File: config.mk
export PLATFORM = sky130hd
export DESIGN_NAME = mcuspi_tx
export DESIGN_NICKNAME = d
export VERILOG_FILES = /design/src/rtl/mcuspi_tx.sv
export SDC_FILE = /design/constraint.sdc
export NUM_CORES = 1
export LEC_CHECK = 0
export BUFFER_PORTS_ARGS = -buffer_cell sky130_fd_sc_hd__buf_2
export CORE_ASPECT_RATIO = 0.7
export CORE_MARGIN = 5
export CORE_UTILIZATION = 60
export DETAILED_ROUTE_END_ITERATION = 8
export GPL_ROUTABILITY_DRIVEN = 0
export HOLD_SLACK_MARGIN = 0.03
export PLACE_DENSITY = 0.82
export SYNTH_ARGS = -nofsm -noshare
export SYNTH_HDL_FRONTEND = slang
export SYNTH_SLANG_ARGS = --single-unit
File: constraint.sdc
create_clock -name clk_sys -period 4.1 [get_ports clk_sys]
set_input_delay 1.025 -clock clk_sys [delete_from_list [all_inputs] [get_ports clk_sys]]
set_output_delay 1.025 -clock clk_sys [all_outputs]
set_load 0.1 [all_outputs]
File: src/rtl/mcuspi_tx.sv
// SPI mode-0 slave transmitter toward the MCU: a byte FIFO feeds a shift register whose MSB drives
// mcu_miso. All SPI pins are oversampled in clk_sys, and no SPI clock drives any flop.
module mcuspi_tx #(
    parameter int unsigned FIFO_DEPTH = 4,
    parameter int unsigned AW         = 2,
    parameter logic [7:0]  IDLE_BYTE  = 8'hFF
) (
    input  logic          clk_sys,
    input  logic          rst,
    input  logic          mcu_csn,
    input  logic          mcu_sck,
    output logic          mcu_miso,
    output logic          mcu_miso_oe,
    input  logic [7:0]    tx_data,
    input  logic          tx_vld,
    output logic          tx_rdy,
    output logic [AW:0]   tx_level,
    output logic          tx_busy,
    output logic          tx_done,
    output logic          tx_underrun
);

    typedef enum logic [1:0] {StIdle, StLoad, StShift} state_e;

    localparam logic [AW:0] FullLvl = FIFO_DEPTH[AW:0];

    logic          csn_meta_q, csn_sync_q, csn_prev_q;
    logic          sck_meta_q, sck_sync_q, sck_prev_q;
    logic          csn_fall, csn_rise, sck_fall, sck_rise;

    logic [7:0]    mem_q [FIFO_DEPTH];
    logic [AW-1:0] wr_ptr_q, rd_ptr_q;
    logic [AW:0]   level_q;
    logic          fifo_empty, push, pop, load_now;
    logic [7:0]    load_byte;

    state_e        state_q;
    logic [7:0]    sreg_q;
    logic [2:0]    cnt_q;
    logic          byte_end_q, oe_q, done_q, underrun_q;

    // Two-flop synchronisers followed by one edge-detect stage per pin.
    always_ff @(posedge clk_sys or posedge rst) begin
        if (rst) begin
            csn_meta_q <= 1'b0;
            csn_sync_q <= 1'b0;
            csn_prev_q <= 1'b0;
            sck_meta_q <= 1'b0;
            sck_sync_q <= 1'b0;
            sck_prev_q <= 1'b0;
        end else begin
            csn_meta_q <= mcu_csn;
            csn_sync_q <= csn_meta_q;
            csn_prev_q <= csn_sync_q;
            sck_meta_q <= mcu_sck;
            sck_sync_q <= sck_meta_q;
            sck_prev_q <= sck_sync_q;
        end
    end

    always_comb begin
        csn_fall = csn_prev_q & ~csn_sync_q;
        csn_rise = ~csn_prev_q & csn_sync_q;
        sck_fall = sck_prev_q & ~sck_sync_q;
        sck_rise = ~sck_prev_q & sck_sync_q;
    end

    // A byte is loaded in LOAD and on the sck fall that closes a byte, unless csn rose that cycle.
    always_comb begin
        fifo_empty = (level_q == '0);
        load_now   = (state_q == StLoad) ||
                     ((state_q == StShift) && !csn_rise && sck_fall && byte_end_q);
        pop        = load_now && !fifo_empty;
        push       = tx_vld && tx_rdy;
        load_byte  = fifo_empty ? IDLE_BYTE : mem_q[rd_ptr_q];
    end

    always_ff @(posedge clk_sys or posedge rst) begin
        if (rst) begin
            for (int i = 0; i < FIFO_DEPTH; i++) mem_q[i] <= '0;
            wr_ptr_q <= '0;
            rd_ptr_q <= '0;
            level_q  <= '0;
        end else begin
            if (push) begin
                mem_q[wr_ptr_q] <= tx_data;
                wr_ptr_q        <= wr_ptr_q + AW'(1);
            end
            if (pop) rd_ptr_q <= rd_ptr_q + AW'(1);
            if (push && !pop)      level_q <= level_q + (AW+1)'(1);
            else if (pop && !push) level_q <= level_q - (AW+1)'(1);
        end
    end

    always_ff @(posedge clk_sys or posedge rst) begin
        if (rst) begin
            state_q    <= StIdle;
            sreg_q     <= '0;
            cnt_q      <= '0;
            byte_end_q <= 1'b0;
            oe_q       <= 1'b0;
            done_q     <= 1'b0;
            underrun_q <= 1'b0;
        end else begin
            done_q     <= 1'b0;
            underrun_q <= 1'b0;
            unique case (state_q)
                StIdle: begin
                    oe_q       <= 1'b0;
                    cnt_q      <= '0;
                    byte_end_q <= 1'b0;
                    if (csn_fall) state_q <= StLoad;
                end
                StLoad: begin
                    sreg_q     <= load_byte;
                    underrun_q <= fifo_empty;
                    oe_q       <= 1'b1;
                    state_q    <= StShift;
                end
                StShift: begin
                    if (csn_rise) begin
                        state_q    <= StIdle;
                        oe_q       <= 1'b0;
                        cnt_q      <= '0;
                        byte_end_q <= 1'b0;
                    end else if (sck_rise) begin
                        cnt_q <= cnt_q + 3'd1;
                        if (cnt_q == 3'd7) begin
                            byte_end_q <= 1'b1;
                            done_q     <= 1'b1;
                        end
                    end else if (sck_fall) begin
                        if (byte_end_q) begin
                            byte_end_q <= 1'b0;
                            sreg_q     <= load_byte;
                            underrun_q <= fifo_empty;
                        end else begin
                            sreg_q <= {sreg_q[6:0], 1'b0};
                        end
                    end
                end
                default: state_q <= StIdle;
            endcase
        end
    end

    always_comb begin
        mcu_miso    = sreg_q[7];
        mcu_miso_oe = oe_q;
        tx_level    = level_q;
        tx_rdy      = (level_q != FullLvl);
        tx_busy     = (state_q != StIdle);
        tx_done     = done_q;
        tx_underrun = underrun_q;
    end

endmodule

[Word level (Yosys, flattened, before mapping)]
Cells that the tools add are included.
Storage, ports and cells
  register bits: 62
  input bits: 13
  logic and storage cells: 111
Operators by class
  add/sub/neg operators: 5
  magnitude comparators: 3
  equality and inequality tests: 12
  multiplexer cells: 36
  bitwise operators: 10
  reduce and logical (&&, ||, !) cells: 25
Operators by type and width (count)
  $mux 8: 8
  $bwmux 32: 1
  $bmux 8 s2: 1
  $demux 8 s2: 1
  $pmux 8 s2: 1
  $mux 1: 13
  $mux 3: 4
  $ne 2x2->1 const B: 5
  $logic_and 1x1->1: 8
  $reduce_bool 2->1: 4
  $add 3x1->3 const B: 2
  $ge 3x3->1 const B: 2
  $ne 3x3->1 const B: 2
  $not 2->3: 2
  $pmux 2 s3: 1
  $pmux 3 s2: 1
  $reduce_and 2->1: 3
  $add 2x1->2 const B: 2
  $and 1x1->1: 4
  $logic_not 1->1: 4
  $mux 2: 2
  $ne 4x3->1 const B: 1
  $ne 4x4->1 const B: 1
  $not 1->1: 4
  other kinds (13): 14

[Longest topological paths before layout]
  word-level depth: 11
  gate-level depth with buffers: 11

[Least setup slack after synthesis]
No wires, ideal clock.
  kind: flip-flop to output port
  start: register level_q[2], in the netlist tx_level[2]
  end: output tx_rdy
  arrival time: 1.835 ns
  path slack: 1.240 ns
  stages on the path, launching flop included: 2
  path buffers: 0
  cells stage by stage: dfrtp_1 > nand2_1
On the way
  longest elaborated chain between the ends: 1
Ends and longest elaborated chain
  start, declared: line 33  | logic [AW:0] level_q;
  start signal, assigned: line 90  | if (push && !pop) level_q <= level_q + (AW+1)'(1);
  start signal, assigned: line 91  | else if (pop && !push) level_q <= level_q - (AW+1)'(1);
  $ne 3x3->1: line 151  | tx_rdy = (level_q != FullLvl);
  end, declared: line 16  | output logic tx_rdy,
No other way between the ends.

[Worst setup path in the final report]
  start: register state_q[1]
  end: output tx_busy
On the way
  longest elaborated chain between the ends: 1
Ends and longest elaborated chain
  start, declared: line 37  | state_e state_q;
  start signal, assigned: line 97  | state_q <= StIdle;
  start signal, assigned: line 112  | if (csn_fall) state_q <= StLoad;
  start signal, assigned: line 118  | state_q <= StShift;
  $reduce_bool 2->1: line 152  | tx_busy = (state_q != StIdle);
  end, declared: line 18  | output logic tx_busy,
No other way between the ends.

==> out/metrics.cfg <==
[die]
ioPinCount = 22
num_rows = 21
initial_core_util = 0.620
die_y_um = 69.0
die_x_um = 94.3
die-area_um2 = 6500
coreArea_um2 = 4810

[routing]
via_per_inst = 5.36
drc_errors = 0
num_vias = 1628
drt_iter0_markers = 90
dr.pass1.iters = 5
post_drt_wl_per_cell_um = 17.3
antenna_left = 0
drt-total-wl_um = 5260

[status]
status = completed

[yosys]
synth_compound_area_frac = 0.0608
synth_top_family_by_area = multiplexers
synth-adder-area-share = 0.0571
synth_mux_area_frac = 0.237
syn_nets = 229
seq_area_frac_synth = 0.520
postSynthAreaPerCell_um2 = 14.7
netlist_area_um2 = 2980
yosysWarnings = 0
synthCells = 203
yosys.area_share.simple = 0.0797
ys_types = 34
synthXorXnorAreaFrac = 0.0176
synth-seq-cells = 62

[global_route]
antenna_found_initial = 0
overflow = 0
grt_pass1_wl_um = 8960
grt_max_degree = 42
grt_usage = 0.192
first_global_vias = 1735

[clocking]
clk_pin_slew_ps = 60
cts_max_path_buffers = 2
root_buffer = clkbuf_8
post_cts_resized = 0
htreeDepth = 3
clock_latency_ps = 330
clock_sinks = 62
numCtsBuffers = 9
hold_buffers = 0
postCtsSetupRepairBufs = 0
cts_tree = done

[sta]
fmax_mhz = 377
hold_viol = 0
drv_slew = 0
worst_pin_slew_ps = 730
setup_tns_ps = 0
min_period_ps = 2650
skew_ps = 7.01
setup_ws_ps = 1450
grt_setup_unrepaired = no
setup-violations-final = 0
max_slew_margin = 0.512
period_share = 0.647

[pwr]
power_density_nw_per_um2 = 882
peakVddDrop_uv = 456
p_leak_nw = 1.61

[finish]
final_cells = 304
drive_gt1_frac = 0.387
area_growth_syn_to_layout_pct = 11.9
seqCellArea_um2 = 1550
fillCellCount = 346
num-nets-final = 256
final_util = 0.694
fin_area_um2 = 3340
antennaDiodeCount = 0
multi_input_area_um2 = 1350

[run]
cap_viol_max_count = 0

[setup_path]
cp-end-kind = output port
worst-path-max-fanout = 5
critPathKind = flip-flop to output port
cp_slowest_cell = buf_2
crit_arrival_ps = 1630
critical_path.max_stage_delay_ps = 430
crit_chain = inv_1 > ha_1 > inv_1 > buf_2
start_kind = flip-flop
crit_top_cell = inv_1
worst_ep_required_time_ps = 3070

[place]
place_area_um2 = 3140
hpwl_um = 3690
dp_worst_setup_slack_ps = 1420
io_buffers = 21
dp.cells = 288

[min_path]
hold_path_class = flip-flop to flip-flop

-- report_power, final --
group          total, mW  switching [mW]  internal (mW)  leakage (nW)
Clock              0.533           0.222          0.311         0.106
Combinational       1.31           0.687          0.625         0.748
Sequential          1.10           0.226          0.871         0.754
Total               2.94            1.13           1.81          1.61
-- cell families (layout without fill, tap and decap cells) --
kind of cell / after synthesis / count (layout)
buffers and inverters: 15 / 47
multiplexers: 44 / 44
flip-flops: 62 / 62
adder cells (fa/ha/maj): 13 / 13
XOR/XNOR: 6 / 6
AO/OA/AOI/OAI: 28 / 28
AND/OR/NAND/NOR: 35 / 35
-- sequential cells by signal, indices dropped and copies added, names as in the netlist, 2 cells and up --
signal,cells
wr_ptr_q,2
mem_q,32
tx_level,3
cnt_q,3
rd_ptr_q,2
sreg_q,8
state_q,2
-- cell type report --
class | count | area share
Sequential cell | 62 | 0.465
Multi-Input combinational cell | 126 | 0.404
Clock buffer | 12 | 0.0465
Timing Repair Buffer | 23 | 0.0360
Tap cell | 69 | 0.0259
Clock inverter | 4 | 0.0135
Inverter | 8 | 0.00900
-- cells in the mapped netlist --
cell type | number | share of area
a21boi_2 | 1 | 0.0038
a21oi_1 | 1 | 0.0017
a22o_1 | 3 | 0.0088
a31oi_2 | 1 | 0.0042
a41oi_1 | 1 | 0.0029
and2_1 | 1 | 0.0021
and3_1 | 1 | 0.0021
buf_12 | 1 | 0.0067
buf_2 | 3 | 0.0050
buf_4 | 1 | 0.0025
clkbuf_2 | 2 | 0.0034
dfrtp_1 | 62 | 0.52
fa_1 | 1 | 0.0067
ha_1 | 12 | 0.050
inv_1 | 8 | 0.010
mux2_2 | 4 | 0.015
mux2_4 | 32 | 0.16
mux4_2 | 8 | 0.060
nand2_1 | 12 | 0.015
nand2_8 | 4 | 0.027
nand2b_1 | 4 | 0.0084
nand3b_1 | 1 | 0.0025
nor2_1 | 5 | 0.0063
nor2_2 | 1 | 0.0021
nor2b_1 | 3 | 0.0063
nor3_2 | 1 | 0.0034
nor3b_1 | 1 | 0.0025
o21ai_0 | 4 | 0.0067
o21ai_1 | 8 | 0.013
o22ai_1 | 8 | 0.017
o31ai_1 | 1 | 0.0025
or2_1 | 1 | 0.0021
xnor2_1 | 3 | 0.0088
xor2_1 | 3 | 0.0088
-- placed cells by master (no fill, tap or decap), drive strengths merged, types with 3 or more instances in the layout --
master,count
clkbuf,12
mux2,36
o22ai,8
xnor2,3
inv,8
mux4,8
clkinv,3
xor2,3
dfrtp,62
nand2b,4
nor2b,3
nand2,16
a22o,3
buf,23
o21ai,12
ha,12
nor2,6
-- metal layers --
| layer | vias to the layer above | wire [µm] | share of wire | GRT usage |
|---|---|---|---|---|
| li1 | 770 | - | - | - |
| met1 | 816 | 2390 | 0.46 | 0.248 |
| met2 | 37 | 2560 | 0.49 | 0.302 |
| met3 | 5 | 255 | 0.049 | 0.0651 |
| met4 | 0 | 48 | 0.0091 | 0.0757 |
| met5 | - | 0 | 0 | 0 |
-- per-stage QoR --
step | hold slack (ps) | total power, mW
global placement | 334 | 2.35
floorplan | 331 | 2.18
CTS | 352 | 2.97
global route | 363 | 3.12
finish | 357 | 2.94
detailed placement | 337 | 2.42
-- worst paths after layout --
kind	slack (ps)	from	cells past startpoint	to
worst min register to register	360	sck_meta_q	0	sck_sync_q
worst max register to register	1650	state_q[0]	8	tx_level[1]
min in group asynchronous	690	rst	2	mem_q[14]
worst max-delay path	1450	state_q[1]	4	tx_busy
worst min-delay path	360	sck_meta_q	0	sck_sync_q
max in group asynchronous	2560	rst	3	byte_end_q
-- worst max-delay path, delay by kind of cell (launching register included) --
kind / cells / cell delay (ps)
adders and majority gates: 1 / 250
buffers and inverters: 3 / 640
DFF: 1 / 410
(Power assumes the default switching activity.)
